File: config.mk
export PLATFORM = sky130hd
export DESIGN_NAME = irq_pending_ctrl_flat
export DESIGN_NICKNAME = d
export VERILOG_FILES = /design/src/rtl/irq_pending_ctrl_if.sv /design/src/rtl/irq_pending_ctrl.sv /design/src/flat_wrapper.sv
export SDC_FILE = /design/constraint.sdc
export NUM_CORES = 1
export LEC_CHECK = 0
export ABC_CLOCK_PERIOD_IN_PS = 2600
export CAP_MARGIN = 5
export CORE_MARGIN = 2
export CORE_UTILIZATION = 30
export DETAILED_ROUTE_END_ITERATION = 10
export GPL_TIMING_DRIVEN = 0
export PLACE_DENSITY = 0.63
export SKIP_CTS_REPAIR_TIMING = 1
export SLEW_MARGIN = 20
export SYNTH_ARGS = -nofsm -noshare
export SYNTH_HDL_FRONTEND = slang
export SYNTH_SLANG_ARGS = --single-unit
export TNS_END_PERCENT = 5
File: constraint.sdc
create_clock -name clk -period 2.6 [get_ports clk]
set_input_delay 0.78 -clock clk [delete_from_list [all_inputs] [get_ports clk]]
set_output_delay 0.78 -clock clk [all_outputs]
set_load 0.03 [all_outputs]
File: src/rtl/irq_pending_ctrl_if.sv
// Valid/ready handshake carrying the offered interrupt index.
// master = controller side, slave = consumer side.
interface irq_pending_ctrl_if #(
  parameter int ID_W = 3
);
  logic            irq_valid;
  logic [ID_W-1:0] irq_id;
  logic            irq_ready;

  modport master (output irq_valid, output irq_id, input irq_ready);
  modport slave  (input irq_valid, input irq_id, output irq_ready);
endinterface

File: src/rtl/irq_pending_ctrl.sv
// Interrupt front end: synchronises raw lines, latches rising edges as pending
// bits, feeds the external priority encoder and offers its index downstream.
module irq_pending_ctrl #(
  parameter int NUM_IRQ = 8,
  parameter int ID_W    = 3
) (
  input  logic               clk,
  input  logic               rst_n,
  input  logic [NUM_IRQ-1:0] irq_in,
  input  logic [NUM_IRQ-1:0] irq_mask,
  input  logic               ovr_clr,
  input  logic [ID_W-1:0]    enc_idx,
  output logic [NUM_IRQ-1:0] pend_out,
  output logic [NUM_IRQ-1:0] pending,
  output logic [NUM_IRQ-1:0] overrun,
  irq_pending_ctrl_if.master irq
);

  typedef enum logic {IDLE, OFFER} state_t;

  state_t             state_q, state_d;
  logic [ID_W-1:0]    id_q, id_d;
  logic [NUM_IRQ-1:0] s1, s2, s3;
  logic [NUM_IRQ-1:0] rise, clr;

  // s1/s2 form the metastability synchroniser; s3 is the edge-detect history.
  // A line already high at reset release therefore looks like a rising edge.
  always_ff @(posedge clk or negedge rst_n) begin
    if (!rst_n) begin
      s1 <= '0;
      s2 <= '0;
      s3 <= '0;
    end else begin
      // NOTE: non-blocking assignments make every flop sample pre-edge values,
      // so this chain shifts one stage per clock instead of collapsing.
      s1 <= irq_in;
      s2 <= s1;
      s3 <= s2;
    end
  end

  assign rise     = s2 & ~s3;
  assign pend_out = pending & ~irq_mask;

  // Set wins over the accept clear; an edge on a bit being cleared is not an overrun.
  always_ff @(posedge clk or negedge rst_n) begin
    if (!rst_n) begin
      pending <= '0;
      overrun <= '0;
    end else begin
      pending <= (pending & ~clr) | rise;
      overrun <= (overrun & ~{NUM_IRQ{ovr_clr}}) | (rise & pending & ~clr);
    end
  end

  always_ff @(posedge clk or negedge rst_n) begin
    if (!rst_n) begin
      state_q <= IDLE;
      id_q    <= '0;
    end else begin
      state_q <= state_d;
      id_q    <= id_d;
    end
  end

  always_comb begin
    // NOTE: every output of this block gets a default first, so no path
    // leaves a signal unassigned and no latch is inferred.
    state_d = state_q;
    id_d    = id_q;
    clr     = '0;
    unique case (state_q)
      IDLE: begin
        if (|pend_out) begin
          id_d    = enc_idx;
          state_d = OFFER;
        end
      end
      OFFER: begin
        // The offered id is frozen; an accept clears it even if since masked.
        if (irq.irq_ready) begin
          clr     = NUM_IRQ'(1) << id_q;
          state_d = IDLE;
        end
      end
      default: state_d = IDLE;
    endcase
  end

  // Both outputs come straight from flops: no combinational path from irq_ready.
  assign irq.irq_valid = (state_q == OFFER);
  assign irq.irq_id    = id_q;

endmodule
File: src/flat_wrapper.sv
// flat-port wrapper written by rule: the top's interface ports become plain ports
module irq_pending_ctrl_flat 
#(
  parameter int NUM_IRQ = 8,
  parameter int ID_W    = 3
)
  (clk, rst_n, irq_in, irq_mask, ovr_clr, enc_idx, pend_out, pending, overrun, irq_irq_valid, irq_irq_id, irq_irq_ready);
  irq_pending_ctrl_if #(.ID_W(ID_W)) irq_i ();
  input  logic clk;
  input  logic rst_n;
  input  logic [NUM_IRQ-1:0] irq_in;
  input  logic [NUM_IRQ-1:0] irq_mask;
  input  logic ovr_clr;
  input  logic [ID_W-1:0] enc_idx;
  output logic [NUM_IRQ-1:0] pend_out;
  output logic [NUM_IRQ-1:0] pending;
  output logic [NUM_IRQ-1:0] overrun;
  output wire logic [$bits(irq_i.irq_valid)-1:0] irq_irq_valid;
  output wire logic [$bits(irq_i.irq_id)-1:0] irq_irq_id;
  input wire logic [$bits(irq_i.irq_ready)-1:0] irq_irq_ready;
  assign irq_irq_valid = irq_i.irq_valid;
  assign irq_irq_id = irq_i.irq_id;
  assign irq_i.irq_ready = irq_irq_ready;
  irq_pending_ctrl #(.NUM_IRQ(NUM_IRQ), .ID_W(ID_W)) u_core (.clk(clk), .rst_n(rst_n), .irq_in(irq_in), .irq_mask(irq_mask), .ovr_clr(ovr_clr), .enc_idx(enc_idx), .pend_out(pend_out), .pending(pending), .overrun(overrun), .irq(irq_i));
endmodule
==> key figures, run 1 <==
Pwr
  – Power density over cell area: 715.2 nW/µm²
  – Worst supply voltage drop on vdd: 370.6 µV
  – Power after layout: 1.593 mW
  – Leakage power of the design: 1.014 nW

Status
  – Result of the run: complete, no violations

GRT
  – Vias in the first global route: 1049
  – Number of antenna violations at the first check in global routing: 0
  – Overflow left after global routing: 0
  – Wire length of the first global-routing pass: 5.071 mm
  – Total global routing track utilization: 0.1248
  – Largest net degree at the start of global routing: 30

STA
  – Highest attainable clock frequency: 0.3924 GHz
  – Final setup margin: 51.31 ps
  – Sum of negative setup slack: 0 ps
  – Final clock period utilization by the worst path: 0.9803
  – Setup-failing EPs final: 0
  – Worst setup skew after layout: 3.711 ps
  – Tightest slew margin relative to the limit: 0.7189
  – Worst-case hold slack: 350.0 ps
  – Number of pins exceeding their max-slew limit in the final report: 0
  – Slew at the pin closest to its max-slew limit: 421.7 ps
  – Minimum clock period: 2549 ps
  – Setup repair after global routing missed its margin: false
  – Number of failing hold endpoints at the final stage: 0

Worst setup path
  – Crit-path max FO: 2
  – Data arrival, critical path: 1770 ps
  – Startpoint of the most critical register-to-register path: u_core.pending[3]
  – Required arrival time at the worst endpoint: 1820 ps
  – Critical path launch point type: input pin
  – Worst r2r dst: u_core.irq.irq_id[0]
  – Capturing element type of the critical path: primary output
  – Path type of the worst setup path: input pin to primary output
  – Reg2reg setup slack: 1120 ps
  – Register-to-Register Path Depth: 4

Placed design
  – Inst Count DP: 227
  – Placed wire-length estimate after detailed placement: 2.404 mm
  – Final Wtd Congestion: 0.7145
  – Minimum setup slack after placement: -327.0 ps
  – Post-place instance area: 2130 µm²
  – # port buffers: 49

Clock network
  – Clock-pin slew on the worst setup and hold paths: 70 ps
  – Cell chosen for the clock root: clkbuf_8
  – CTS tree: done
  – Number of H-tree branching levels: 2
  – Worst-skew pair later-pin latency: 290 ps
  – CTS Buf Count: 5
  – Clock buffer depth: 2
  – Number of sinks handled by clock tree synthesis: 44

Drt
  – Vias/cell: 4.235
  – Remaining routing DRC violations: 0
  – Final routed wire length divided by cell count: 13.65 µm
  – DRT iter0 DRCs: 63
  – ANT nets after route: 0
  – Number of vias in the routed layout: 991
  – First-pass iteration count of the detailed router: 5
  – Sum of routed wire length over all layers: 3.195 mm

Synth
  – Post-synthesis instance total: 107
  – Flop and latch count out of synthesis: 44
  – Async set or reset register ratio after synthesis: 1.000
  – Number of enable-type register cells in the synthesized netlist: 0
  – Count of different cell masters after synthesis: 17
  – Top cell type by total area after synthesis: dfrtp_1
  – Number of warnings reported in the yosys synthesis log: 0
  – Sequential area share after synthesis: 0.7166
  – Synthesized cell area: 1536 µm²
  – Most area-consuming cells after synthesis: dfrtp_1 72%, nand2b_1 4.1%, nor2b_4 3.6%, o22ai_1 3.3%, mux2_4 2.9%
  – Post-synth net total: 130
  – Syn avg cell area: 14.36 µm²
  – Top_reg_cell synth: dfrtp_1
  – Cell with the most instances after synthesis: dfrtp_1
  – Share of Yosys cell area claimed by the top area cell type: 0.7166
  – Top cell types by occurrence after synthesis: 44 x dfrtp_1, 11 x nand2_1, 10 x nand2b_1, 8 x inv_1, 8 x o22ai_1

Worst hold path
  – End point of the worst hold path: u_core.s2[0]
  – Worst hold-check path type: register to register
  – Hold-critical path depth: 0
  – Start point of the worst min-delay path: u_core.s1[0]

Floorplan
  – DIE AREA: 5710 µm²
  – Number of placement rows: 26
  – Std-Cell Core Area: 5010 µm²
  – Horizontal die dimension: 75.57 µm
  – Initial standard-cell utilization of the core: 0.3067
  – # IOs: 51
  – Height of the chip: 75.57 µm

Finish
  – Net count reported at finish: 187
  – Antenna Cells: 0
  – Post-layout utilization of the core: 0.4446
  – Area of all placed cells without fillers: 2227 µm²
  – Layout Cells excl Fill: 234
  – Share of post-route cells with drive strength above 1: 0.1220
  – Area growth from synthesis to final layout: 44.95%

Job
  – Count of maximum capacitance violations: 0
-- critical path, cell delays in order --
cell and delay [ps]:
clkdlybuf4s50_1 390, and2b_1 280, dlymetal6s2s_1 320
-- cells by family after synthesis --
group	count (synthesis)	share of synthesized area
muxes	3	0.02931
DFF	44	0.7166
buffers and inverters	9	0.02199
AOI/OAI and AO/OA	18	0.07248
and+or+nand+nor	33	0.1596
-- how the worst max path moves through the flow --
stage / from / to / slack (ps) / depth (start not counted)
floorplan: irq_mask[5] / pend_out[5] / 650 / 1
detailed placement: irq_mask[5] / pend_out[5] / -330 / 3
global route: irq_mask[5] / pend_out[5] / 30 / 3
finish: irq_mask[5] / pend_out[5] / 50 / 3
global placement: irq_mask[5] / pend_out[5] / -330 / 3
CTS: irq_mask[5] / pend_out[5] / -340 / 3
-- power breakdown --
part           total [mW]  switching, mW  internal, mW
Clock               0.396          0.214         0.183
Sequential          0.792         0.0462         0.746
Combinational       0.404          0.223         0.182
-- state kept, by name, summed over array words and instances (netlist names) --
signal,flops
u_core.s1,8
u_core.pending,8
u_core.irq.irq_valid,1
u_core.s2,8
u_core.overrun,8
u_core.irq.irq_id,3
u_core.s3,8
-- placed cells by master (no fill, tap or decap) --
cell             count
dlymetal6s2s_1       8
clkdlybuf4s50_1     40
and2b_1              2
nor2b_2              2
o22ai_1              8
nand2_1             11
buf_12               1
o21a_1               1
dfrtp_1             44
a21oi_2              1
clkbuf_8             5
o31ai_1              2
inv_1                8
clkbuf_1             1
or2_1                1
mux2_4               3
nor2b_4              4
nor4_4               2
o21ai_1              6
nand3_1              1
clkinv_2             1
buf_1                1
buf_2                1
nand2b_1            10
-- layout make-up --
type / instances / area (µm²)
Fill cell: 466 / 2783
Sequential cell: 44 / 1101
Timing Repair Buffer: 50 / 525.5
Multi-Input combinational cell: 54 / 401.6
Tap cell: 70 / 87.58
Clock buffer: 6 / 72.57
Inverter: 8 / 30.03
Clock inverter: 1 / 5.005
Buffer: 1 / 3.754
-- metal layers --
layer | part of all wire | global-route usage | vias up
li1 | - | - | 464
met5 | 0 | 0 | -
met1 | 0.43 | 0.1617 | 483
met2 | 0.48 | 0.1884 | 38
met3 | 0.071 | 0.03836 | 6
met4 | 0.021 | 0.06628 | 0
Note: power is estimated with default switching activity, not from simulation.
==> inputs of run 2 (changes only) <==
ABC_CLOCK_PERIOD_IN_PS = 2300   (was 2600)
PLACE_DENSITY = unset   (was 0.63)
clock period = 2.3 ns   (was 2.6 ns; I/O delays follow)
==> run 2 against run 1 <==
  * Clock power is 43% higher
  * Power rose by 20%
  * Clock skew hardly changed
  * Sequential cell count is the same
  * Combinational power increased by 9.7%
  * Critical endpoint is now pend_out[2]
==> key figures, run 2 (synthesized netlist as in run 1, its figures left out) <==
Status
  – Result of the run: complete, no violations

Worst setup path
  – Worst r2r dst: u_core.irq.irq_id[2]
  – Crit-path max FO: 2 (unchanged)
  – Critical path launch point type: input pin
  – Path type of the worst setup path: input pin to primary output
  – Data arrival, critical path: 1580 ps (-190 ps)
  – Reg2reg setup slack: 840 ps (-280 ps)
  – Startpoint of the most critical register-to-register path: u_core.pending[7]
  – Worst Setup SP: irq_mask[2]
  – Capturing element type of the critical path: primary output
  – Register-to-Register Path Depth: 4 (unchanged)
  – Capturing instance or port of the critical path: pend_out[2]
  – Required arrival time at the worst endpoint: 1610 ps (-210 ps)

Worst hold path
  – Worst hold-check path type: input pin to asynchronous set/reset pin

Drt
  – Sum of routed wire length over all layers: 3.111 mm (-2.6%)
  – ANT nets after route: 0 (unchanged)
  – Remaining routing DRC violations: 0 (unchanged)
  – DRT iter0 DRCs: 74 (+17%)
  – Vias/cell: 4.340 (+2.5%)
  – First-pass iteration count of the detailed router: 4 (-1)
  – Number of vias in the routed layout: 1020 (+2.9%)
  – Final routed wire length divided by cell count: 13.24 µm (-3.0%)

Floorplan
  – Initial standard-cell utilization of the core: 0.3067 (unchanged)
  – Horizontal die dimension: 75.57 µm (unchanged)
  – DIE AREA: 5710 µm² (unchanged)
  – Number of placement rows: 26 (unchanged)
  – # IOs: 51 (unchanged)
  – Std-Cell Core Area: 5010 µm² (unchanged)
  – Height of the chip: 75.57 µm (unchanged)

GRT
  – Number of antenna violations at the first check in global routing: 0 (unchanged)
  – Overflow left after global routing: 0 (unchanged)
  – Largest net degree at the start of global routing: 26 (-13%)
  – Wire length of the first global-routing pass: 4.954 mm (-2.3%)
  – Vias in the first global route: 1066 (+1.6%)
  – Total global routing track utilization: 0.1215 (-0.003359)

STA
  – Final clock period utilization by the worst path: 0.9853
  – Number of pins exceeding their max-slew limit in the final report: 0 (unchanged)
  – Slew at the pin closest to its max-slew limit: 485.4 ps (+63.69 ps)
  – Highest attainable clock frequency: 0.4413 GHz
  – Setup-failing EPs final: 0 (unchanged)
  – Setup repair after global routing missed its margin: true
  – Final setup margin: 33.75 ps (-17.57 ps)
  – Number of failing hold endpoints at the final stage: 0 (unchanged)
  – Tightest slew margin relative to the limit: 0.6764 (-0.04246)
  – Worst setup skew after layout: 3.500 ps (-0.2104 ps)
  – Minimum clock period: 2266 ps

Placed design
  – Inst Count DP: 227 (unchanged)
  – Post-place instance area: 2137 µm² (+0.35%)
  – Final Wtd Congestion: 0.7163 (+0.25%)
  – Placed wire-length estimate after detailed placement: 2.378 mm (-1.1%)
  – # port buffers: 49 (unchanged)
  – Minimum setup slack after placement: -440.3 ps (-113.4 ps)

Pwr
  – Leakage power of the design: 0.9620 nW (-5.1%)
  – Worst supply voltage drop on vdd: 448.0 µV (+21%)
  – Power after layout: 1.905 mW (+20%)
  – Power density over cell area: 861.1 nW/µm² (+20%)

Finish
  – Share of post-route cells with drive strength above 1: 0.1697 (+0.04775)
  – Layout Cells excl Fill: 235 (+0.43%)
  – Area of all placed cells without fillers: 2212 µm² (-0.67%)
  – Net count reported at finish: 187 (unchanged)
  – Most common library cell in the layout ignoring fill and taps: dfrtp_1
  – Top library cells by usage in the layout, fill and taps aside: 44 x dfrtp_1, 40 x clkdlybuf4s50_1, 11 x nand2_1, 10 x nand2b_1
  – Antenna Cells: 0 (unchanged)
  – Post-layout utilization of the core: 0.4416 (-0.002997)
  – Area growth from synthesis to final layout: 43.97%

Clock network
  – Worst-skew pair later-pin latency: 290 ps (about the same)
  – Clock buffer depth: 2 (unchanged)
  – Clock-pin slew on the worst setup and hold paths: 80 ps (about the same)
  – CTS tree: done
  – Cell chosen for the clock root: clkbuf_8
  – Number of H-tree branching levels: 2 (unchanged)
  – Number of sinks handled by clock tree synthesis: 44 (unchanged)
  – CTS Buf Count: 5 (unchanged)

Job
  – Count of maximum capacitance violations: 0 (unchanged)
[run 2: per-stage QoR]
step / hold slack, ps / setup TNS, ps
floorplan: 331.2 / 0
finish: 348.4 / 0
global route: 361.4 / -20.73
CTS: 353.6 / -3140
detailed placement: 335.5 / -3128
global placement: 332.4 / -22510
[run 2: critical path, stage by stage]
cell and delay [ps]:
clkdlybuf4s50_1 440, nor2b_4 150, dlymetal6s2s_1 300
[run 2: power by group]
part / switching (mW) / total [mW] / internal (mW)
logic: 0.249 / 0.443 / 0.195
clock network: 0.243 / 0.565 / 0.322
registers: 0.0535 / 0.897 / 0.843
[run 2: worst min path at each step]
stage | start | end | slack [ps] | cells after the start
after CTS | u_core.s1[1] | u_core.s2[1] | 350 | 0
after global routing | u_core.s1[0] | u_core.s2[0] | 360 | 0
final | rst_n | u_core.s1[2] | 350 | 1
after floorplan | u_core.s1[0] | u_core.s2[0] | 330 | 0
after detailed placement | u_core.s1[4] | u_core.s2[4] | 340 | 0
after global placement | u_core.s1[0] | u_core.s2[0] | 330 | 0
[run 2: metal layers]
layer  wire [µm]  GRT usage
met1        1327     0.1550
met3         247    0.04233
met5           0          0
met4          46    0.05653
met2        1489     0.1865
[run 2: layout make-up]
cell class                      instances  area, µm²
Buffer                                  1      3.754
Inverter                                8      30.03
Timing Repair Buffer                   50      480.5
Clock buffer                            6      72.57
Clock inverter                          2      35.03
Sequential cell                        44       1101
Fill cell                             462       2798
Multi-Input combinational cell         54      401.6
Tap cell                               70      87.58
==> inputs of run 3 (changes only) <==
ABC_CLOCK_PERIOD_IN_PS = 2860   (was 2300)
CAP_MARGIN = unset   (was 5)
clock period = 2.86 ns   (was 2.3 ns; I/O delays follow)
==> run 3 against run 2 <==
  * Routed wire length grew 0.71%
  * Final area grew 2.4%
  * Power shrank 19%
  * Sequential power shrank 20%
  * Critical path type unchanged
  * Die area is the same
  * Critical path depth is the same
  * Cell count is the same
  * Sequential share of layout area shrank 1.2 points
  * Core utilization grew 1.0 points
  * Register-to-register slack gained 560 ps
  * Largest power group unchanged
  * Via count grew 0.20%
  * Clock power shrank 19%
==> key figures, run 3 (synthesized netlist as in run 1, its figures left out) <==
Status
  – Result of the run: complete, no violations

Worst hold path
  – Worst hold-check path type: register to register
  – Hold-critical path depth: 0
  – End point of the worst hold path: u_core.s2[7]
  – Start point of the worst min-delay path: u_core.s1[7]

Finish
  – Share of post-route cells with drive strength above 1: 0.1273 (-0.04242)
  – Most common library cell in the layout ignoring fill and taps: dfrtp_1
  – Antenna Cells: 0 (unchanged)
  – Top library cells by usage in the layout, fill and taps aside: 44 x dfrtp_1, 40 x clkdlybuf4s50_1, 11 x nand2_1, 10 x nand2b_1
  – Net count reported at finish: 187 (unchanged)
  – Register area: 1101 µm² (unchanged)
  – Combined area of the multi-input logic cells: 401.6 µm² (unchanged)
  – Area growth from synthesis to final layout: 47.39%
  – Number of filler instances in the final layout: 456 (-1.3%)
  – Post-layout utilization of the core: 0.4520 (+0.01049)

Drt
  – First-pass iteration count of the detailed router: 4 (unchanged)
  – DRT iter0 DRCs: 73 (-1.4%)
  – Final routed wire length divided by cell count: 13.33 µm (+0.71%)
  – Remaining routing DRC violations: 0 (unchanged)
  – ANT nets after route: 0 (unchanged)
  – Sum of routed wire length over all layers: 3.133 mm (+0.71%)
  – Vias/cell: 4.349 (+0.20%)
  – Number of vias in the routed layout: 1022 (+0.20%)

Worst setup path
  – Critical path launch point type: input pin
  – Series of cell instances along the critical path: clkdlybuf4s50_1 > and2b_1 > dlymetal6s2s_1
  – Worst r2r dst: u_core.irq.irq_id[2]
  – Path type of the worst setup path: input pin to primary output
  – Required arrival time at the worst endpoint: 2000 ps (+390 ps)
  – Category of cells accounting for the largest share of critical-path delay: buffers and inverters
  – Buf+Inv Stages, Crit Path: 2 (unchanged)
  – Capturing element type of the critical path: primary output
  – Register-to-Register Path Depth: 4 (unchanged)
  – Startpoint of the most critical register-to-register path: u_core.pending[7]
  – Critical-path cell with the highest stage delay: clkdlybuf4s50_1
  – Data arrival, critical path: 1820 ps (+240 ps)
  – Crit-path max FO: 2 (unchanged)
  – Reg2reg setup slack: 1400 ps (+560 ps)
  – Worst Setup SP: irq_mask[5]
  – Slowest Stage Delay on Critical Path: 400 ps (-40 ps)

GRT
  – GRT met2 Usage: 0.1865 (unchanged)
  – Vias in the first global route: 1066 (unchanged)
  – Met3 track demand over resource in global routing: 0.04233 (unchanged)
  – Largest net degree at the start of global routing: 26 (unchanged)
  – Overflow left after global routing: 0 (unchanged)
  – Wire length of the first global-routing pass: 4.954 mm (unchanged)
  – Layer carrying the most global-route usage: met2
  – Total global routing track utilization: 0.1215 (unchanged)
  – Grt met1 use: 0.1550 (unchanged)
  – Number of antenna violations at the first check in global routing: 0 (unchanged)

Floorplan
  – Height of the chip: 75.57 µm (unchanged)
  – Horizontal die dimension: 75.57 µm (unchanged)
  – # IOs: 51 (unchanged)
  – Number of placement rows: 26 (unchanged)
  – Initial standard-cell utilization of the core: 0.3067 (unchanged)
  – Std-Cell Core Area: 5010 µm² (unchanged)
  – DIE AREA: 5710 µm² (unchanged)

STA
  – Final setup margin: 180.4 ps (+146.7 ps)
  – Slew at the pin closest to its max-slew limit: 485.5 ps (+0.03934 ps)
  – Number of failing hold endpoints at the final stage: 0 (unchanged)
  – Highest attainable clock frequency: 0.3732 GHz
  – Setup-failing EPs final: 0 (unchanged)
  – Sum of negative setup slack: 0 ps (unchanged)
  – Number of pins exceeding their max-slew limit in the final report: 0 (unchanged)
  – Worst setup skew after layout: 3.578 ps (+0.07799 ps)
  – Final clock period utilization by the worst path: 0.9369
  – Setup repair after global routing missed its margin: false
  – Tightest slew margin relative to the limit: 0.6764 (about the same)
  – Minimum clock period: 2680 ps

Clock network
  – Clock buffer depth: 2 (unchanged)
  – Cell chosen for the clock root: clkbuf_8
  – CTS tree: done
  – CTS Buf Count: 5 (unchanged)
  – Number of H-tree branching levels: 2 (unchanged)
  – Clock-pin slew on the worst setup and hold paths: 80 ps (about the same)
  – Number of sinks handled by clock tree synthesis: 44 (unchanged)
  – Worst-skew pair later-pin latency: 290 ps (about the same)

Job
  – Count of maximum capacitance violations: 0 (unchanged)

Placed design
  – Final Wtd Congestion: 0.7163 (unchanged)
  – Minimum setup slack after placement: -216.3 ps (+224.0 ps)
  – # port buffers: 49 (unchanged)
  – Placed wire-length estimate after detailed placement: 2.378 mm (unchanged)

Pwr
  – Power density over cell area: 680.9 nW/µm² (-21%)
  – Power after layout: 1.542 mW (-19%)
  – Worst supply voltage drop on vdd: 391.1 µV (-13%)
  – Leakage power of the design: 1.031 nW (+7.2%)
[run 3: changes by cell type in the layout (fill, tap and decap cells not counted), sizes merged]
| cell | previous run | this run |
|---|---|---|
| dlymetal6s2s | 1 | 8 |
| clkbuf | 13 | 6 |
[run 3: area by class of cell]
type,count,area share
clock inverters,2,0.01547
inverters,8,0.01326
flip-flops and latches,44,0.4862
well taps,70,0.03867
repair buffers,50,0.2354
multi-input cells,54,0.1773
clock buffers,6,0.03204
plain buffers,1,0.001657
[run 3: through the flow]
stage	hold slack, ps	instances	instance area [µm²]
after floorplan	331.2	107	1536
after global placement	332.4	226	2115
after detailed placement	335.5	227	2137
after CTS	353.6	235	2245
after global routing	361.4	235	2265
final	348.3	235	2265
[run 3: how the worst max path moves through the flow]
stage	cells past startpoint	slack, ps	end
final	3	180	pend_out[5]
after global routing	3	120	pend_out[5]
after global placement	3	-180	pend_out[5]
after detailed placement	3	-220	pend_out[5]
after floorplan	1	750	pend_out[5]
after CTS	3	-220	pend_out[5]
[run 3: worst reg2reg max path: stages (launching register included)]
cell and delay (ps):
dfrtp_1 420, nor2b_4 160, nor4_4 310, a21oi_2 150
mux2_4 310
[run 3: power by group]
group | total (mW) | internal (mW) | leakage [nW] | switching [mW]
clock network | 0.455 | 0.259 | 0.0552 | 0.196
registers | 0.721 | 0.678 | 0.500 | 0.0430
logic | 0.366 | 0.166 | 0.476 | 0.200
total | 1.54 | 1.10 | 1.03 | 0.439
[run 3: per-layer routing]
layer	routed length, µm	vias up	part of all wire
met1	1345	509	0.43
met3	237	5	0.076
li1	-	471	-
met4	53	0	0.017
met2	1496	37	0.48
met5	0	-	0
